[src/rtl/blink_bus_master.sv]
// Host-command bus initiator for the blink LED register port.
// Every write is read back and compared; broadcast covers all four registers.
module blink_bus_master #(
    parameter int ERR_W = 8
) (
    input  logic             clk,
    input  logic             rst,
    input  logic             cmd_valid,
    output logic             cmd_ready,
    input  logic             cmd_we,
    input  logic             cmd_bcast,
    input  logic [1:0]       cmd_addr,
    input  logic [15:0]      cmd_data,
    output logic             resp_valid,
    output logic [15:0]      resp_data,
    output logic             resp_err,
    output logic [ERR_W-1:0] err_count,
    output logic             cs,
    output logic             we,
    output logic             rd,
    output logic [1:0]       addr,
    output logic [15:0]      wr_data,
    input  logic [15:0]      rd_data
);

    typedef enum logic [2:0] {IDLE, WRITE, VERIFY, READ, RESP} state_t;

    state_t           state_q;
    logic             bcast_q;
    logic [15:0]      data_q;
    logic [1:0]       beat_q;
    logic             flag_q;
    logic             cmd_ready_q;
    logic             resp_valid_q;
    logic             resp_err_q;
    logic [15:0]      resp_data_q;
    logic [ERR_W-1:0] err_q;
    logic             cs_q;
    logic             we_q;
    logic             rd_q;
    logic [1:0]       addr_q;
    logic [15:0]      wr_data_q;

    logic             mism_d;
    logic             last_d;
    logic [1:0]       beat_d;
    logic [ERR_W-1:0] err_d;

    always_comb begin
        mism_d = (rd_data != data_q);
        last_d = !bcast_q || (beat_q == 2'd3);
        beat_d = beat_q + 2'd1;
        err_d  = err_q;
        if (state_q == VERIFY && mism_d && !(&err_q))
            err_d = err_q + ERR_W'(1);
    end

    // Bus strobes are registered from the next state so they line up
    // with the state they belong to.
    always_ff @(posedge clk) begin
        if (rst) begin
            state_q      <= IDLE;
            bcast_q      <= 1'b0;
            data_q       <= '0;
            beat_q       <= '0;
            flag_q       <= 1'b0;
            cmd_ready_q  <= 1'b1;
            resp_valid_q <= 1'b0;
            resp_err_q   <= 1'b0;
            resp_data_q  <= '0;
            err_q        <= '0;
            cs_q         <= 1'b0;
            we_q         <= 1'b0;
            rd_q         <= 1'b0;
            addr_q       <= '0;
            wr_data_q    <= '0;
        end else begin
            cmd_ready_q  <= 1'b0;
            resp_valid_q <= 1'b0;
            resp_err_q   <= 1'b0;
            cs_q         <= 1'b0;
            we_q         <= 1'b0;
            rd_q         <= 1'b0;
            addr_q       <= '0;
            wr_data_q    <= '0;
            err_q        <= err_d;
            unique case (state_q)
                IDLE: begin
                    if (cmd_valid && cmd_ready_q) begin
                        bcast_q <= cmd_bcast;
                        data_q  <= cmd_data;
                        beat_q  <= cmd_bcast ? 2'd0 : cmd_addr;
                        cs_q    <= 1'b1;
                        if (cmd_we) begin
                            state_q   <= WRITE;
                            we_q      <= 1'b1;
                            addr_q    <= cmd_bcast ? 2'd0 : cmd_addr;
                            wr_data_q <= cmd_data;
                        end else begin
                            state_q <= READ;
                            rd_q    <= 1'b1;
                            addr_q  <= cmd_addr;
                        end
                    end else begin
                        cmd_ready_q <= 1'b1;
                    end
                end
                WRITE: begin
                    state_q <= VERIFY;
                    cs_q    <= 1'b1;
                    rd_q    <= 1'b1;
                    addr_q  <= beat_q;
                end
                VERIFY: begin
                    resp_data_q <= rd_data;
                    if (last_d) begin
                        state_q      <= RESP;
                        resp_valid_q <= 1'b1;
                        resp_err_q   <= flag_q | mism_d;
                        flag_q       <= 1'b0;
                    end else begin
                        state_q   <= WRITE;
                        beat_q    <= beat_d;
                        flag_q    <= flag_q | mism_d;
                        cs_q      <= 1'b1;
                        we_q      <= 1'b1;
                        addr_q    <= beat_d;
                        wr_data_q <= data_q;
                    end
                end
                READ: begin
                    state_q      <= RESP;
                    resp_data_q  <= rd_data;
                    resp_valid_q <= 1'b1;
                end
                RESP: begin
                    state_q     <= IDLE;
                    cmd_ready_q <= 1'b1;
                end
                default: begin
                    state_q     <= IDLE;
                    cmd_ready_q <= 1'b1;
                end
            endcase
        end
    end

    assign cmd_ready  = cmd_ready_q;
    assign resp_valid = resp_valid_q;
    assign resp_data  = resp_data_q;
    assign resp_err   = resp_err_q;
    assign err_count  = err_q;
    assign cs         = cs_q;
    assign we         = we_q;
    assign rd         = rd_q;
    assign addr       = addr_q;
    assign wr_data    = wr_data_q;

endmodule

[config.mk]
export PLATFORM = sky130hd
export DESIGN_NAME = blink_bus_master
export DESIGN_NICKNAME = d
export VERILOG_FILES = /design/src/rtl/blink_bus_master.sv
export SDC_FILE = /design/constraint.sdc
export NUM_CORES = 1
export LEC_CHECK = 0
export BUFFER_PORTS_ARGS = -buffer_cell sky130_fd_sc_hd__buf_2
export CAP_MARGIN = 20
export CORE_AREA = 8 8 100 75
export CTS_BUF_LIST = sky130_fd_sc_hd__clkbuf_4 sky130_fd_sc_hd__clkbuf_8
export CTS_CLUSTER_SIZE = 24
export DETAILED_ROUTE_END_ITERATION = 10
export DIE_AREA = 0 0 108 83
export PLACE_DENSITY = 0.87
export REMOVE_ABC_BUFFERS = 1
export SYNTH_ARGS = -nofsm -noshare
export SYNTH_HDL_FRONTEND = slang
export SYNTH_SLANG_ARGS = --single-unit
[constraint.sdc]
create_clock -name clk -period 3.78 [get_ports clk]
set_input_delay 0.189 -clock clk [delete_from_list [all_inputs] [get_ports clk]]
set_output_delay 0.189 -clock clk [all_outputs]
set_load 0.01 [all_outputs]
==> flow_metrics.env <==
export IMPL_yosys_warnings=0
export IMPL_dp_slack_ns=1.642
export IMPL_combinationalPowerShare_pct=21.9
export IMPL_crit_slowest_cell="dfxtp_1"
export IMPL_diodes=0
export IMPL_post_cts_resized=0
export IMPL_yosysUniqueCellTypes=39
export IMPL_switchingPower_w=0.0006397
export IMPL_p_total_w=0.001973
export IMPL_clk_latency_ns=0.35
export IMPL_drv_cap=0
export IMPL_max_slew_margin_rel_pct=35.71
export IMPL_crit_chain="or3b_1 > or3_1 > or4_1 > and3_1"
export IMPL_drt_pass1_iterations=4
export IMPL_peakVddDrop_uv=236.8
export IMPL_period_share_pct=58.24
export IMPL_fp_dieW_um=108
export IMPL_hold_viol=0
export IMPL_synthArstFlopShare_pct=0
export IMPL_slew_viol_final=0
export IMPL_power_internal_w=0.001333
export IMPL_power_frac_seq_pct=46.5
export IMPL_cts_setup_buffers=0
export IMPL_boundaryPins=87
export IMPL_synth_avg_cell_area_um2=8.960
export IMPL_overflow=0
export IMPL_setup_worst_path_start_class="flop"
export IMPL_track_usage_pct=17.28
export IMPL_synth_area_um2=2885
export IMPL_worstPathArrival_ns=2.44
export IMPL_ys_seq_elements=71
export IMPL_avgRoutedWirePerCell_um=16.25
export IMPL_hold_slack_ns=0.08710
export IMPL_skew_ns=0.01392
export IMPL_status="finished clean"
export IMPL_cp_end_kind="flop"
export IMPL_hpwlAfterDp_mm=5.625
export IMPL_leakagePower_nw=1.522
export IMPL_initial_core_util_pct=48.28
export IMPL_cpPeakStageDelay_ns=0.59
export IMPL_nNetsFinal=441
export IMPL_clk_path_buf_depth=2
export IMPL_syn_inst=322
export IMPL_viasPerCell=5.385
export IMPL_drive_gt1_share_pct=27.41
export IMPL_mostFrequentLayoutCells="buf_2, dfxtp_1, nor2_1, nand2_1, a21oi_1"
export IMPL_drtAntennaViolNets=0
export IMPL_grt_max_degree=56
export IMPL_fin_util_pct=59.59
export IMPL_drc=0
export IMPL_cp_max_fo=15
export IMPL_io_buffers=86
export IMPL_hp_class="input port to flop"
export IMPL_final_cell_count_no_fill=483
export IMPL_tightest_slew_ns=0.9643
export IMPL_holdBufCountCts=0
export IMPL_drt_total_wl_mm=7.851
export IMPL_max_freq_mhz=454.2
export IMPL_fp_row_count=24
export IMPL_final_common_cell="buf_2"
export IMPL_rsz0062_at_grt="false"
export IMPL_power_share_switching_pct=32.43
export IMPL_area_delta_synth_final_pct=23.42
export IMPL_htreeDepth=3
export IMPL_cp_required_ns=4.02
export IMPL_antenna_found_initial=0
export IMPL_cts_tree="done"
export IMPL_core_um2=5976
export IMPL_path_class="flop to flop"
export IMPL_setup_viol=0
export IMPL_yosysSeqAreaShare_pct=49.26
export IMPL_dpl_cell_count=466
export IMPL_post_route_min_period_ns=2.202
export IMPL_synth_edf_count=0
export IMPL_grt_pass1_wl_mm=12.45
export IMPL_clkSinkCount=71
export IMPL_first_global_vias=2535
export IMPL_gp_congestion=0.8481
export IMPL_die_h_um=83
export IMPL_root_buffer="clkbuf_8"
export IMPL_p_clk_share_pct=31.6
export IMPL_finalWorstSetupSlack_ns=1.578
export IMPL_pwr_density_cell_nw_per_um2=554.0
export IMPL_vias=2601
export IMPL_die_area_um2=8964
export IMPL_drt_iter0_drc=110
export IMPL_clkTransAtPathRegs_ns=0.09
export IMPL_ys_flop_type="dfxtp_1"
export IMPL_cts_inserted_buffers=9
## power groups by stage
stage	combinational, W	clock (W)	sequential, W
after detailed placement	0.000424	0	0.000931
after global placement	0.000409	0	0.000925
after CTS	0.000430	0.000633	0.000915
after floorplan	0.000265	0	0.000933
final	0.000432	0.000623	0.000917
after global routing	0.000479	0.000662	0.000927
## cell families (layout without fill, tap and decap cells)
logic type | count (synthesis) | count (layout) | synth area share, %
simple gates | 125 | 125 | 19.90
xor+xnor | 16 | 16 | 4.857
mux | 24 | 24 | 8.543
fa+ha+maj | 2 | 2 | 0.8672
flops | 71 | 71 | 49.26
buf+inv | 28 | 111 | 3.773
compound gates | 56 | 56 | 12.79
## cells in the mapped netlist, types with 4 or more instances
master / n / area (µm²)
dfxtp_1: 71 / 1421
nor2_1: 47 / 176.4
nand2_1: 38 / 142.6
a21oi_1: 24 / 120.1
mux2i_1: 19 / 190.2
a22oi_1: 17 / 127.6
clkbuf_1: 17 / 63.81
xnor2_1: 16 / 140.1
nor2b_1: 6 / 37.54
a2111oi_0: 5 / 43.79
inv_1: 5 / 18.77
nor3_1: 5 / 25.02
and3_1: 4 / 25.02
mux2_2: 4 / 45.04
nand3_1: 4 / 20.02
nand4_1: 4 / 25.02
## routing by layer
metal / wire (µm) / track usage, % / up-vias
li1: - / - / 1267
met1: 3325 / 20.05 / 1235
met2: 3795 / 28.10 / 84
met3: 564 / 6.250 / 15
met4: 165 / 6.784 / 0
met5: 0 / 0 / -
## state kept, by name, summed over array words and instances (netlist names), 2 cells and up
| signal | cells |
|---|---|
| addr | 2 |
| beat_q | 2 |
| data_q | 16 |
| err_count | 8 |
| resp_data | 16 |
| state_q | 3 |
| wr_data | 16 |
## critical path: cells and delay by family, from the launching register on
kind / cells / cell delay, ns
flip-flops: 1 / 0.59
AND/OR/NAND/NOR: 4 / 1.49
## cell type report
class	instances	area, µm²
sequential	71	1421
fill	512	2415
inverter	5	18.77
timing repair buffer	90	460.4
clock buffer	9	123.9
clock inverter	7	77.57
multi-input combinational	223	1361
tap	78	97.59
## path summary, 6_finish.rpt
| kind | cells after the start | startpoint | slack [ns] | to |
|---|---|---|---|---|
| setup reg to reg | 4 | state_q[1] | 1.58 | err_count[7] |
| setup / recovery | 4 | state_q[1] | 1.58 | err_count[7] |
| hold reg to reg | 2 | resp_data[2] | 0.45 | resp_data[2] |
| hold / removal | 3 | cmd_data[15] | 0.09 | data_q[15] |
## stage by stage
stage / cell area, µm² / setup TNS (ns)
floorplan: 2795 / -3.535
global placement: 3352 / 0
detailed placement: 3352 / 0
CTS: 3553 / 0
global route: 3561 / 0
finish: 3561 / 0
(Power assumes the default switching activity.)
